$ cat config.mk
export PLATFORM = sky130hd
export DESIGN_NAME = mac_feeder_flat
export DESIGN_NICKNAME = d
export VERILOG_FILES = /design/src/rtl/mac_feeder_pkg.sv /design/src/rtl/mac_feeder_if.sv /design/src/rtl/mac_feeder_fifo.sv /design/src/rtl/mac_feeder.sv /design/src/flat_wrapper.sv
export SDC_FILE = /design/constraint.sdc
export NUM_CORES = 1
export LEC_CHECK = 0
export CORE_UTILIZATION = 60
export CTS_BUF_LIST = sky130_fd_sc_hd__clkbuf_16
export CTS_CLUSTER_DIAMETER = 50
export DETAILED_ROUTE_END_ITERATION = 8
export PLACE_DENSITY = 0.82
export SLEW_MARGIN = 20
export SYNTH_ARGS = -nofsm -noshare
export SYNTH_HDL_FRONTEND = slang
export SYNTH_SLANG_ARGS = --single-unit
$ cat constraint.sdc
create_clock -name clk -period 4.2 [get_ports clk]
set_input_delay 1.05 -clock clk [delete_from_list [all_inputs] [get_ports clk]]
set_output_delay 1.05 -clock clk [all_outputs]
set_load 0.03 [all_outputs]
$ cat src/rtl/mac_feeder_pkg.sv
// Shared definitions for the MAC operand feeder: operand/accumulator widths,
// FSM state encodings and the operand-pair record.
package mac_feeder_pkg;

    localparam int unsigned OP_W  = 2;
    localparam int unsigned ACC_W = 8;

    typedef enum logic [1:0] {
        IDLE  = 2'd0,
        CLEAR = 2'd1,
        RUN   = 2'd2,
        DONE  = 2'd3
    } state_e;

    typedef struct packed {
        logic [OP_W-1:0] a;
        logic [OP_W-1:0] b;
    } pair_t;

    function automatic logic [ACC_W-1:0] pair_product(input logic [OP_W-1:0] a,
                                                     input logic [OP_W-1:0] b);
        return ACC_W'(a) * ACC_W'(b);
    endfunction

endpackage

$ cat src/rtl/mac_feeder_if.sv
// Operand-pair push bus into the feeder: valid/ready handshake plus A/B operands.
interface mac_feeder_if;

    logic                             in_valid;
    logic                             in_ready;
    logic [mac_feeder_pkg::OP_W-1:0] in_A;
    logic [mac_feeder_pkg::OP_W-1:0] in_B;

    modport master (
        output in_valid,
        output in_A,
        output in_B,
        input  in_ready
    );

    modport slave (
        input  in_valid,
        input  in_A,
        input  in_B,
        output in_ready
    );

endinterface

$ cat src/rtl/mac_feeder_fifo.sv
// Synchronous operand-pair FIFO with wrap-around pointers and an occupancy count.
// Pushes are dropped when full; pops are ignored when empty.
module mac_feeder_fifo
    import mac_feeder_pkg::*;
#(
    parameter int unsigned DEPTH = 8,
    parameter int unsigned CNT_W = 4
) (
    input  logic             clk,
    input  logic             Reset,
    input  logic             push_i,
    input  logic             pop_i,
    input  pair_t            wr_data_i,
    output pair_t            rd_data_o,
    output logic             full_o,
    output logic [CNT_W-1:0] level_o
);

    localparam int unsigned      PTR_W    = (DEPTH > 1) ? $clog2(DEPTH) : 1;
    localparam logic [CNT_W-1:0] FULL_LVL = CNT_W'(DEPTH);
    localparam logic [PTR_W-1:0] LAST_PTR = PTR_W'(DEPTH - 1);

    pair_t            mem_q [DEPTH];
    pair_t            mem_d [DEPTH];
    logic [PTR_W-1:0] wr_ptr_q, wr_ptr_d;
    logic [PTR_W-1:0] rd_ptr_q, rd_ptr_d;
    logic [CNT_W-1:0] level_q, level_d;
    logic             push_ok;
    logic             pop_ok;

    assign full_o    = (level_q == FULL_LVL);
    assign push_ok   = push_i & ~full_o;
    assign pop_ok    = pop_i & (level_q != '0);
    assign rd_data_o = mem_q[rd_ptr_q];
    assign level_o   = level_q;

    always_comb begin
        mem_d    = mem_q;
        wr_ptr_d = wr_ptr_q;
        rd_ptr_d = rd_ptr_q;
        level_d  = level_q;
        if (push_ok) begin
            mem_d[wr_ptr_q] = wr_data_i;
            wr_ptr_d        = (wr_ptr_q == LAST_PTR) ? '0 : wr_ptr_q + PTR_W'(1);
        end
        if (pop_ok) begin
            rd_ptr_d = (rd_ptr_q == LAST_PTR) ? '0 : rd_ptr_q + PTR_W'(1);
        end
        if (push_ok && !pop_ok) begin
            level_d = level_q + CNT_W'(1);
        end else if (!push_ok && pop_ok) begin
            level_d = level_q - CNT_W'(1);
        end
    end

    always_ff @(posedge clk or posedge Reset) begin
        if (Reset) begin
            for (int unsigned i = 0; i < DEPTH; i++) begin
                mem_q[i] <= '0;
            end
            wr_ptr_q <= '0;
            rd_ptr_q <= '0;
            level_q  <= '0;
        end else begin
            mem_q    <= mem_d;
            wr_ptr_q <= wr_ptr_d;
            rd_ptr_q <= rd_ptr_d;
            level_q  <= level_d;
        end
    end

endmodule

$ cat src/rtl/mac_feeder.sv
// Operand sequencer for the 2-bit MAC: buffers pairs, clears the MAC and streams a job.
// Optional MAC_FEEDER_SHADOW_EN adds exp_sum, a shadow of the expected MAC result.
module mac_feeder
    import mac_feeder_pkg::*;
#(
    parameter int unsigned DEPTH = 8,
    parameter int unsigned CNT_W = 4
) (
    input  logic             clk,
    input  logic             Reset,
    mac_feeder_if.slave      in_bus,
    input  logic             start,
    output logic [OP_W-1:0]  A,
    output logic [OP_W-1:0]  B,
    output logic             y,
    output logic             nClr,
    output logic             busy,
    output logic             done,
    output logic [CNT_W-1:0] level
`ifdef MAC_FEEDER_SHADOW_EN
    ,
    output logic [ACC_W-1:0] exp_sum
`endif
);

    state_e           state_q, state_d;
    logic [CNT_W-1:0] rem_q, rem_d;
    logic [OP_W-1:0]  a_q, a_d;
    logic [OP_W-1:0]  b_q, b_d;
    logic             y_req_q, y_req_d;
    logic             nclr_q, nclr_d;
    logic             busy_q, busy_d;
    logic             done_q, done_d;
    logic             y_q, y_d;
    logic             pop;
    logic             fifo_full;
    pair_t            head;
    pair_t            wr_pair;

    assign wr_pair.a       = in_bus.in_A;
    assign wr_pair.b       = in_bus.in_B;
    assign in_bus.in_ready = ~fifo_full;

    mac_feeder_fifo #(
        .DEPTH (DEPTH),
        .CNT_W (CNT_W)
    ) u_fifo (
        .clk       (clk),
        .Reset     (Reset),
        .push_i    (in_bus.in_valid),
        .pop_i     (pop),
        .wr_data_i (wr_pair),
        .rd_data_o (head),
        .full_o    (fifo_full),
        .level_o   (level)
    );

    // Outputs are registered with the state they belong to, so each branch
    // sets the values for the state being entered.
    always_comb begin
        state_d = state_q;
        rem_d   = rem_q;
        a_d     = a_q;
        b_d     = b_q;
        y_req_d = 1'b0;
        nclr_d  = 1'b1;
        busy_d  = busy_q;
        done_d  = 1'b0;
        pop     = 1'b0;
        unique case (state_q)
            IDLE: begin
                busy_d = 1'b0;
                if (start) begin
                    state_d = CLEAR;
                    rem_d   = level;
                    nclr_d  = 1'b0;
                    busy_d  = 1'b1;
                    a_d     = '0;
                    b_d     = '0;
                end
            end
            CLEAR, RUN: begin
                if (rem_q != '0) begin
                    state_d = RUN;
                    pop     = 1'b1;
                    a_d     = head.a;
                    b_d     = head.b;
                    y_req_d = 1'b1;
                    rem_d   = rem_q - CNT_W'(1);
                end else begin
                    state_d = DONE;
                    done_d  = 1'b1;
                    a_d     = '0;
                    b_d     = '0;
                end
            end
            DONE: begin
                state_d = IDLE;
                busy_d  = 1'b0;
            end
            default: state_d = IDLE;
        endcase
    end

    always_ff @(posedge clk or posedge Reset) begin
        if (Reset) begin
            state_q <= IDLE;
            rem_q   <= '0;
            a_q     <= '0;
            b_q     <= '0;
            y_req_q <= 1'b0;
            nclr_q  <= 1'b0;
            busy_q  <= 1'b0;
            done_q  <= 1'b0;
        end else begin
            state_q <= state_d;
            rem_q   <= rem_d;
            a_q     <= a_d;
            b_q     <= b_d;
            y_req_q <= y_req_d;
            nclr_q  <= nclr_d;
            busy_q  <= busy_d;
            done_q  <= done_d;
        end
    end

    // Falling-edge relaunch keeps y constant while clk is high (MAC gates clk&y).
    assign y_d = y_req_q;

    always_ff @(negedge clk or posedge Reset) begin
        if (Reset) begin
            y_q <= 1'b0;
        end else begin
            y_q <= y_d;
        end
    end

    assign A    = a_q;
    assign B    = b_q;
    assign y    = y_q;
    assign nClr = nclr_q;
    assign busy = busy_q;
    assign done = done_q;

`ifdef MAC_FEEDER_SHADOW_EN
    logic [ACC_W-1:0] exp_q, exp_d;

    always_comb begin
        exp_d = exp_q;
        if (state_q == CLEAR) begin
            exp_d = '0;
        end else if (y_req_q) begin
            exp_d = exp_q + pair_product(a_q, b_q);
        end
    end

    always_ff @(posedge clk or posedge Reset) begin
        if (Reset) begin
            exp_q <= '0;
        end else begin
            exp_q <= exp_d;
        end
    end

    assign exp_sum = exp_q;
`endif

endmodule

$ cat src/flat_wrapper.sv
// flat-port wrapper written by rule: the top's interface ports become plain ports
module mac_feeder_flat import mac_feeder_pkg::*;
#(
    parameter int unsigned DEPTH = 8,
    parameter int unsigned CNT_W = 4
)
  (clk, Reset, start, A, B, y, nClr, busy, done, level, in_bus_in_valid, in_bus_in_A, in_bus_in_B, in_bus_in_ready);
  mac_feeder_if in_bus_i ();
  input  logic clk;
  input  logic Reset;
  input  logic start;
  output logic [OP_W-1:0] A;
  output logic [OP_W-1:0] B;
  output logic y;
  output logic nClr;
  output logic busy;
  output logic done;
  output logic [CNT_W-1:0] level;
  input wire logic [$bits(in_bus_i.in_valid)-1:0] in_bus_in_valid;
  input wire logic [$bits(in_bus_i.in_A)-1:0] in_bus_in_A;
  input wire logic [$bits(in_bus_i.in_B)-1:0] in_bus_in_B;
  output wire logic [$bits(in_bus_i.in_ready)-1:0] in_bus_in_ready;
  assign in_bus_i.in_valid = in_bus_in_valid;
  assign in_bus_i.in_A = in_bus_in_A;
  assign in_bus_i.in_B = in_bus_in_B;
  assign in_bus_in_ready = in_bus_i.in_ready;
  mac_feeder #(.DEPTH(DEPTH), .CNT_W(CNT_W)) u_core (.clk(clk), .Reset(Reset), .in_bus(in_bus_i), .start(start), .A(A), .B(B), .y(y), .nClr(nClr), .busy(busy), .done(done), .level(level));
endmodule
==> results by group, run 1 <==
Critical path
  – Largest delay contributor family on the critical path: flip-flops
  – CP max stage cell: dfrtn_1
  – Buf/Inv on CP: 1
  – R2r startpoint: u_core.state_q[0]
  – CP peak stage delay: 0.38 ns
  – Crit-path cells: buf_4
  – Arr. time, crit path: 2.96 ns
  – Reg-to-reg setup timing slack: 0.71 ns
  – Worst Path Max Fanout: 1
  – Nature of the critical path endpoint: output pin
  – Required @ worst endpoint: 3.15 ns
  – Setup crit start kind: register
  – RR Endpoint: u_core.u_fifo.level_o[3]
  – Crit Path Class: register to output pin
  – Worst r2r path cells: 11

Clock tree
  – Clock slew at reported path FFs: 0.05 ns
  – CTS Root Cell: clkbuf_16
  – CTS tree: done
  – Clk_lat worst skew: 0.33 ns
  – Maximum level of the CTS H-tree: 3
  – Clock tree buffer depth: 2
  – Resize count post-CTS: 0
  – Hold_buf cts: 0
  – # clock sinks: 57
  – Post-CTS setup buffer count: 0
  – Cts bufs inserted: 9

Die
  – Die width: 70.3 µm
  – # rows: 24
  – Initial Utilization: 63.4%
  – Die Area: 0.00494 mm²
  – Core Footprint: 0.00441 mm²
  – Die Y: 70.3 µm
  – Ports: 21

Placement
  – HPWL after DPL: 3630 µm
  – I/O Buffers: 20
  – Routability cong.: 0.844
  – Pre-CTS setup slack: 0.535 ns

Timing
  – Setup Skew: 0.00896 ns
  – Count of final hold-check violations: 0
  – Slew Limit Fails: 0
  – Slew HR: 40.4%
  – Fin worst setup slack: 0.193 ns
  – RSZ-0062 raised after global routing: no
  – Worst Tran Pin Value: 0.883 ns
  – Total negative slack: 0 ns
  – Final setup viols: 0

Detailed routing
  – Drt initial violations: 165
  – Detail Route Antenna Nets: 0
  – Routed vias/inst: 6.13
  – DRT Pass-1 Iters: 4
  – Via count: 1838
  – DRC viols: 0
  – Drt wl/cell: 18.2 µm
  – Overall routed net length: 5470 µm

Hold path
  – Hold Path Class: register to register
  – Hold Crit Start: u_core.u_fifo.mem_q[31]
  – Worst Hold Endpoint: u_core.u_fifo.mem_q[31]
  – Min-Delay Path Depth: 1

Logic synthesis
  – Yosys warning count: 0
  – Ys flop type: dfrtp_1
  – Mapped Cells: 218
  – Sequential area share after synthesis: 51.0%
  – Dominant cells by area after synthesis: dfrtp_1 (50%), mux2_2 (14%), ha_1 (4.5%)
  – Synth unique cells: 43
  – Syn Area/Cell: 12.8 µm²
  – Synthesized area: 0.00280 mm²
  – Leading area contributor after synthesis: dfrtp_1
  – Mapped Nets: 237
  – Synthesis-stage register bit count: 57
  – Post-synth EDFFs: 0
  – Async SR Flop Fraction: 100%
  – Synth top area share: 50.1%

Flow run
  – Max Cap Viol: 0

GRT
  – Vias in the first global route: 1860
  – Largest net degree at the start of global routing: 57
  – GR Util All Layers: 25.4%
  – Global-route wire length before repair: 9350 µm
  – Initial antenna violation count: 0
  – Global route overflow: 0

Layout
  – Fillers: 264
  – Layout area overhead: 19.8%
  – Diodes inserted: 0
  – Commonest non-fill, non-tap cells in the layout: dfrtp_1 (56), mux2_2 (36), clkdlybuf4s50_1 (19)
  – Post-layout net count: 262
  – Post-layout util: 76.0%
  – Most common cell after layout, fill and taps aside: dfrtp_1
  – Layout cells sized above 1: 28.6%

Power
  – PwrDens: 976 mW/mm²
  – Max VDD drop: 0.771 mV
  – Total power: 3270 µW
  – Leak: 0.00150 µW

Status
  – Status: completed
## stage by stage
step | cell area [µm²] | std cells | hold WS (ns)
2_1_floorplan | 2800 | 218 | 0.471
3_3_place_gp | 3040 | 284 | 0.465
3_5_place_dp | 3040 | 284 | 0.485
4_1_cts | 3350 | 300 | 0.496
5_1_grt | 3350 | 300 | 0.500
6_report | 3350 | 300 | 0.496
## logic make-up after synthesis
logic type	share of synthesized area (%)
AO/OA/AOI/OAI	9.03
XOR/XNOR	0.626
adder cells (fa/ha/maj)	5.19
buffers and inverters	2.06
flip-flops	51.0
multiplexers	20.2
AND/OR/NAND/NOR	11.9
## sequential cells by signal (all words and copies together), names as in the netlist
register / cells
u_core.busy: 1
u_core.u_fifo.rd_ptr_q: 3
u_core.y_d: 1
u_core.done: 1
u_core.u_fifo.wr_ptr_q: 3
u_core.y: 1
u_core.u_fifo.level_o: 4
u_core.A: 2
u_core.u_fifo.mem_q: 32
u_core.rem_q: 4
u_core.state_q: 2
u_core.B: 2
u_core.nClr: 1
## layer usage
metal	GRT usage (%)	vias up	share of wire [%]
met1	33.8	920	46
met3	8.08	11	3.5
met5	0	-	0
met4	10.0	0	1.6
li1	-	859	-
met2	38.7	48	49
## synthesized netlist by cell type, drive strengths merged (3+ instances only)
library cell,number
dfrtp,56
mux2,40
nand2,15
ha,10
nor2,9
o21ai,8
inv,7
nor2b,7
a21oi,5
nand2b,5
a21o,4
buf,4
mux4,4
a2111oi,3
clkbuf,3
nand4b,3
o41ai,3
or4b,3
## how the worst max path moves through the flow
stage / start / endpoint / slack [ns] / cells past startpoint
final: u_core.y / y / 0.19 / 1
after global routing: u_core.y / y / 0.16 / 1
after CTS: u_core.y / y / 0.19 / 1
after detailed placement: u_core.y / y / 0.54 / 1
after global placement: u_core.y / y / 0.54 / 1
after floorplan: u_core.y / y / 0.52 / 0
## power breakdown
group          leakage, µW  switching [µW]  internal (µW)  total, µW
logic             0.000655             698            724       1420
registers         0.000690             269            835       1100
clock network     0.000152             238            511        749
## final cells by class
class	instances	area [µm²]	share of cell area [%]
clock inverters	7	85.1	2.54
flip-flops and latches	57	1430	42.5
well taps	52	65.1	1.94
multi-input cells	147	1320	39.2
repair buffers	21	205	6.12
clock buffers	9	225	6.71
inverters	7	32.5	0.970
Note: power is estimated with default switching activity, not from simulation.
==> run 2, diff against run 1 <==
--- a/config.mk
+++ b/config.mk
@@ -9,6 +9,7 @@
 export CTS_BUF_LIST = sky130_fd_sc_hd__clkbuf_16
 export CTS_CLUSTER_DIAMETER = 50
 export DETAILED_ROUTE_END_ITERATION = 8
+export GPL_TIMING_DRIVEN = 0
 export PLACE_DENSITY = 0.82
 export SLEW_MARGIN = 20
 export SYNTH_ARGS = -nofsm -noshare
==> run 2 against run 1 <==
Core utilization increased by 0.48 points. Sequential power decreased by 6%. Final area increased by 0.63%. Sequential cell count stayed put. Global-route usage fell by 0.27 points.
==> results by group, run 2 (synthesized netlist as in run 1, its figures left out) <==
Power
  – Max VDD drop: 0.527 mV
  – Leak: 0.00152 µW
  – PwrDens: 929 mW/mm²

Detailed routing
  – Detail Route Antenna Nets: 0
  – Overall routed net length: 5440 µm
  – DRC viols: 0
  – Routed vias/inst: 6.04
  – Drt initial violations: 131
  – DRT Pass-1 Iters: 4
  – Drt wl/cell: 17.7 µm
  – Via count: 1860

Critical path
  – Nature of the critical path endpoint: output pin
  – Arr. time, crit path: 3.09 ns
  – RR Endpoint: u_core.u_fifo.level_o[3]
  – Crit Path Class: register to output pin
  – CP max stage cell: dfrtn_1
  – Buf/Inv on CP: 1
  – CP peak stage delay: 0.38 ns
  – Setup crit start kind: register
  – Crit-path cells: clkdlybuf4s15_2
  – Worst r2r path cells: 11
  – Reg-to-reg setup timing slack: 0.88 ns
  – Largest delay contributor family on the critical path: flip-flops
  – Cell count along the critical path: 1
  – Worst Path Max Fanout: 1
  – R2r startpoint: u_core.state_q[0]
  – Required @ worst endpoint: 3.15 ns

GRT
  – Global route overflow: 0
  – Initial antenna violation count: 0
  – Vias in the first global route: 1853
  – Global-route wire length before repair: 9220 µm
  – Met1 usage: 36.1%
  – Largest net degree at the start of global routing: 25
  – GR Util All Layers: 25.1%
  – Met3 usage in global routing: 5.34%
  – Met2 Track Usage GR: 35.6%
  – Grt peak-use layer: met1

Timing
  – Slew Limit Fails: 0
  – WHS: 0.477 ns
  – Total negative slack: 0 ns
  – Count of final hold-check violations: 0
  – Fin worst setup slack: 0.0606 ns
  – Slew HR: 40.9%
  – Worst Tran Pin Value: 0.875 ns
  – Setup Skew: 0.00897 ns
  – Final setup viols: 0
  – RSZ-0062 raised after global routing: no

Placement
  – Routability cong.: 0.762
  – HPWL after DPL: 3600 µm
  – Pre-CTS setup slack: 0.0259 ns
  – I/O Buffers: 20

Layout
  – Largest register FFs: 32
  – Post-layout util: 76.5%
  – Most common cell after layout, fill and taps aside: dfrtp_1
  – Diodes inserted: 0
  – Multi-input logic area: 0.00132 mm²
  – Commonest non-fill, non-tap cells in the layout: dfrtp_1 (56), mux2_2 (36), clkdlybuf4s50_1 (19)
  – Layout cells sized above 1: 27.3%
  – Layout area overhead: 20.6%
  – Fillers: 275
  – Post-layout net count: 270
  – FF+latch area: 0.00143 mm²
  – Largest reg by FF count: u_core.u_fifo.mem_q

Clock tree
  – Clk_lat worst skew: 0.33 ns
  – # clock sinks: 57
  – Maximum level of the CTS H-tree: 3
  – CTS tree: done
  – Clock tree buffer depth: 2
  – Post-CTS setup buffer count: 0
  – Clock slew at reported path FFs: 0.05 ns
  – CTS Root Cell: clkbuf_16
  – Cts bufs inserted: 9

Hold path
  – Worst Hold Endpoint: u_core.A[0]
  – Hold Path Class: register to register
  – Min-Delay Path Depth: 2
  – Hold Crit Start: u_core.A[0]

Die
  – Initial Utilization: 63.4%
  – Die Y: 70.3 µm
  – Die Area: 0.00494 mm²
  – Core Footprint: 0.00441 mm²
  – Die width: 70.3 µm
  – # rows: 24
  – Ports: 21

Status
  – Status: completed

Flow run
  – Max Cap Viol: 0
## run 2: how the worst max path moves through the flow
stage | to | slack [ns] | startpoint
after floorplan | y | 0.52 | u_core.y
after global placement | u_core.y | -0.25 | Reset
after detailed placement | y | 0.03 | u_core.y
after CTS | y | 0.05 | u_core.y
after global routing | y | 0.03 | u_core.y
final | y | 0.06 | u_core.y
## run 2: through the flow
step	cell area [µm²]	std cells	total power, µW
floorplan	2800	218	2130
global placement	3070	290	2440
detailed placement	3120	292	2510
CTS	3380	308	3140
global route	3380	308	3360
finish	3380	308	3140
## run 2: layout make-up
cell class,instances,area share [%]
Clock inverter,7,0.778
Tap cell,52,1.93
Timing Repair Buffer,22,7.60
Sequential cell,57,42.3
Multi-Input combinational cell,147,39.0
Clock buffer,9,6.67
Buffer,7,0.852
Inverter,7,0.964
## run 2: timing repair
action / 4_1_cts / 5_1_grt
setup endpoints to repair: 1 / 0
resized for setup: 3 / 0
hold buffers: 0 / 0
## run 2: layer usage
metal | vias to the layer above | wire length, µm
met5 | - | 0
met4 | 0 | 142
met3 | 14 | 189
met2 | 35 | 2520
met1 | 943 | 2590
li1 | 868 | -
## run 2: power breakdown
| part | leakage [µW] | internal (µW) | total, µW | switching [µW] |
|---|---|---|---|---|
| clock network | 0.000141 | 382 | 607 | 225 |
| logic | 0.000689 | 734 | 1500 | 762 |
| registers | 0.000690 | 837 | 1030 | 198 |
==> run 3, diff against run 2 <==
--- a/config.mk
+++ b/config.mk
@@ -5,12 +5,13 @@
 export SDC_FILE = /design/constraint.sdc
 export NUM_CORES = 1
 export LEC_CHECK = 0
-export CORE_UTILIZATION = 60
+export CORE_UTILIZATION = 50
 export CTS_BUF_LIST = sky130_fd_sc_hd__clkbuf_16
 export CTS_CLUSTER_DIAMETER = 50
 export DETAILED_ROUTE_END_ITERATION = 8
 export GPL_TIMING_DRIVEN = 0
-export PLACE_DENSITY = 0.82
+export PLACE_DENSITY = 0.71
+export SKIP_LAST_GASP = 1
 export SLEW_MARGIN = 20
 export SYNTH_ARGS = -nofsm -noshare
 export SYNTH_HDL_FRONTEND = slang
==> run 3 against run 2 <==
Worst setup slack got worse by 0.010 ns. Via count decreased by 0.27%. Global-route usage decreased by 3.8 points. Final area increased by 0.37%. Core utilization decreased by 12 points.
==> results by group, run 3 (synthesized netlist as in run 1, its figures left out) <==
Status
  – Status: completed

Hold path
  – Hold Path Class: register to register
  – Min-Delay Path Depth: 2

GRT
  – Global route overflow: 0
  – Global-route wire length before repair: 9380 µm
  – Vias in the first global route: 1828
  – Largest net degree at the start of global routing: 32
  – GR Util All Layers: 21.3%
  – Initial antenna violation count: 0

Clock tree
  – # clock sinks: 57
  – CTS Root Cell: clkbuf_16
  – CTS tree: done
  – Clock slew at reported path FFs: 0.05 ns
  – Clock tree buffer depth: 2
  – Post-CTS setup buffer count: 0
  – Resize count post-CTS: 3
  – Cts bufs inserted: 9
  – Clk_lat worst skew: 0.33 ns
  – Hold_buf cts: 0
  – Maximum level of the CTS H-tree: 3

Timing
  – Slew Limit Fails: 0
  – RSZ-0062 raised after global routing: no
  – Slew HR: 36.9%
  – Final setup viols: 0
  – Worst Tran Pin Value: 0.935 ns
  – Count of final hold-check violations: 0
  – Setup Skew: 0.00817 ns
  – WHS: 0.491 ns

Detailed routing
  – Drt wl/cell: 17.1 µm
  – Routed vias/inst: 5.73
  – DRC viols: 0
  – Via count: 1855
  – Drt initial violations: 99
  – Detail Route Antenna Nets: 0
  – DRT Pass-1 Iters: 4
  – Overall routed net length: 5550 µm

Die
  – # rows: 26
  – Die width: 76.8 µm
  – Core Footprint: 0.00524 mm²
  – Die Area: 0.00590 mm²
  – Die Y: 76.8 µm
  – Ports: 21
  – Initial Utilization: 53.4%

Layout
  – Post-layout net count: 269
  – Largest register FFs: 32
  – Layout area overhead: 21.1%
  – Layout cells sized above 1: 28.3%
  – Diodes inserted: 0
  – Largest reg by FF count: u_core.u_fifo.mem_q
  – Fin area: 0.00339 mm²
  – Commonest non-fill, non-tap cells in the layout: dfrtp_1 (56), mux2_2 (36), clkdlybuf4s50_1 (19)
  – Fillers: 402
  – Most common cell after layout, fill and taps aside: dfrtp_1

Critical path
  – Required @ worst endpoint: 3.15 ns
  – Crit-path cells: clkdlybuf4s15_2
  – Crit Path Class: register to output pin
  – Largest delay contributor family on the critical path: flip-flops
  – CP peak stage delay: 0.38 ns
  – Nature of the critical path endpoint: output pin
  – Setup crit start kind: register
  – Worst r2r path cells: 11
  – Worst Path Max Fanout: 1
  – Arr. time, crit path: 3.10 ns
  – Cell count along the critical path: 1
  – Buf/Inv on CP: 1
  – CP max stage cell: dfrtn_1

Power
  – Max VDD drop: 0.413 mV
  – PwrDens: 948 mW/mm²
  – Leak: 0.00150 µW
  – Total power: 3210 µW

Placement
  – DP Area: 0.00311 mm²
  – I/O Buffers: 20
  – Routability cong.: 0.761
  – HPWL after DPL: 3720 µm

Flow run
  – Max Cap Viol: 0
## run 3: changes by cell type in the layout (fill, tap and decap cells not counted), sizes merged
cell	before	now
buf	6	5
bufinv	0	1
clkinv	2	4
inv	11	7
## run 3: tightest hold or removal path, cell delays in order (launching register included)
cell	delay (ns)
dfrtp_1	0.35
nand2_1	0.05
o31ai_1	0.06
## run 3: layer usage
metal  GRT usage (%)  part of all wire (%)
met2            31.1                    46
met1            29.5                    48
met5               0                     0
met4            8.85                   1.5
met3            6.43                   4.4
## run 3: layout make-up
type,count,area [µm²],share of cell area [%]
repair buffers,21,221,6.54
clock buffers,9,225,6.65
inverters,7,32.5,0.960
flip-flops and latches,57,1430,42.1
multi-input cells,147,1320,38.8
clock inverters,6,51.3,1.51
plain buffers,7,28.8,0.849
well taps,70,87.6,2.58
## run 3: power by group
| part | internal, µW | leakage, µW | switching [µW] |
|---|---|---|---|
| sequential | 836 | 0.000690 | 194 |
| clock | 446 | 0.000141 | 238 |
| combinational | 734 | 0.000673 | 763 |
## run 3: worst paths after layout
check                             startpoint                         to  slack, ns
setup reg to reg           u_core.state_q[0]   u_core.u_fifo.level_o[3]       0.82
hold reg to reg                  u_core.B[0]                u_core.B[0]       0.49
min in group asynchronous              Reset  u_core.u_fifo.wr_ptr_q[0]       1.19
setup / recovery                    u_core.y                          y       0.05
max in group asynchronous              Reset                   u_core.y       0.44
hold / removal                   u_core.B[0]                u_core.B[0]       0.49
## run 3: metrics by stage
stage	setup TNS, ns	worst slack, ns	util (%)	std cells
finish	0	0.0506	64.7	324
global route	0	0.0187	64.7	324
CTS	0	0.0369	64.7	324
detailed placement	0	0.0175	59.4	309
global placement	-0.267	-0.267	59.0	308
floorplan	0	0.517	-	218
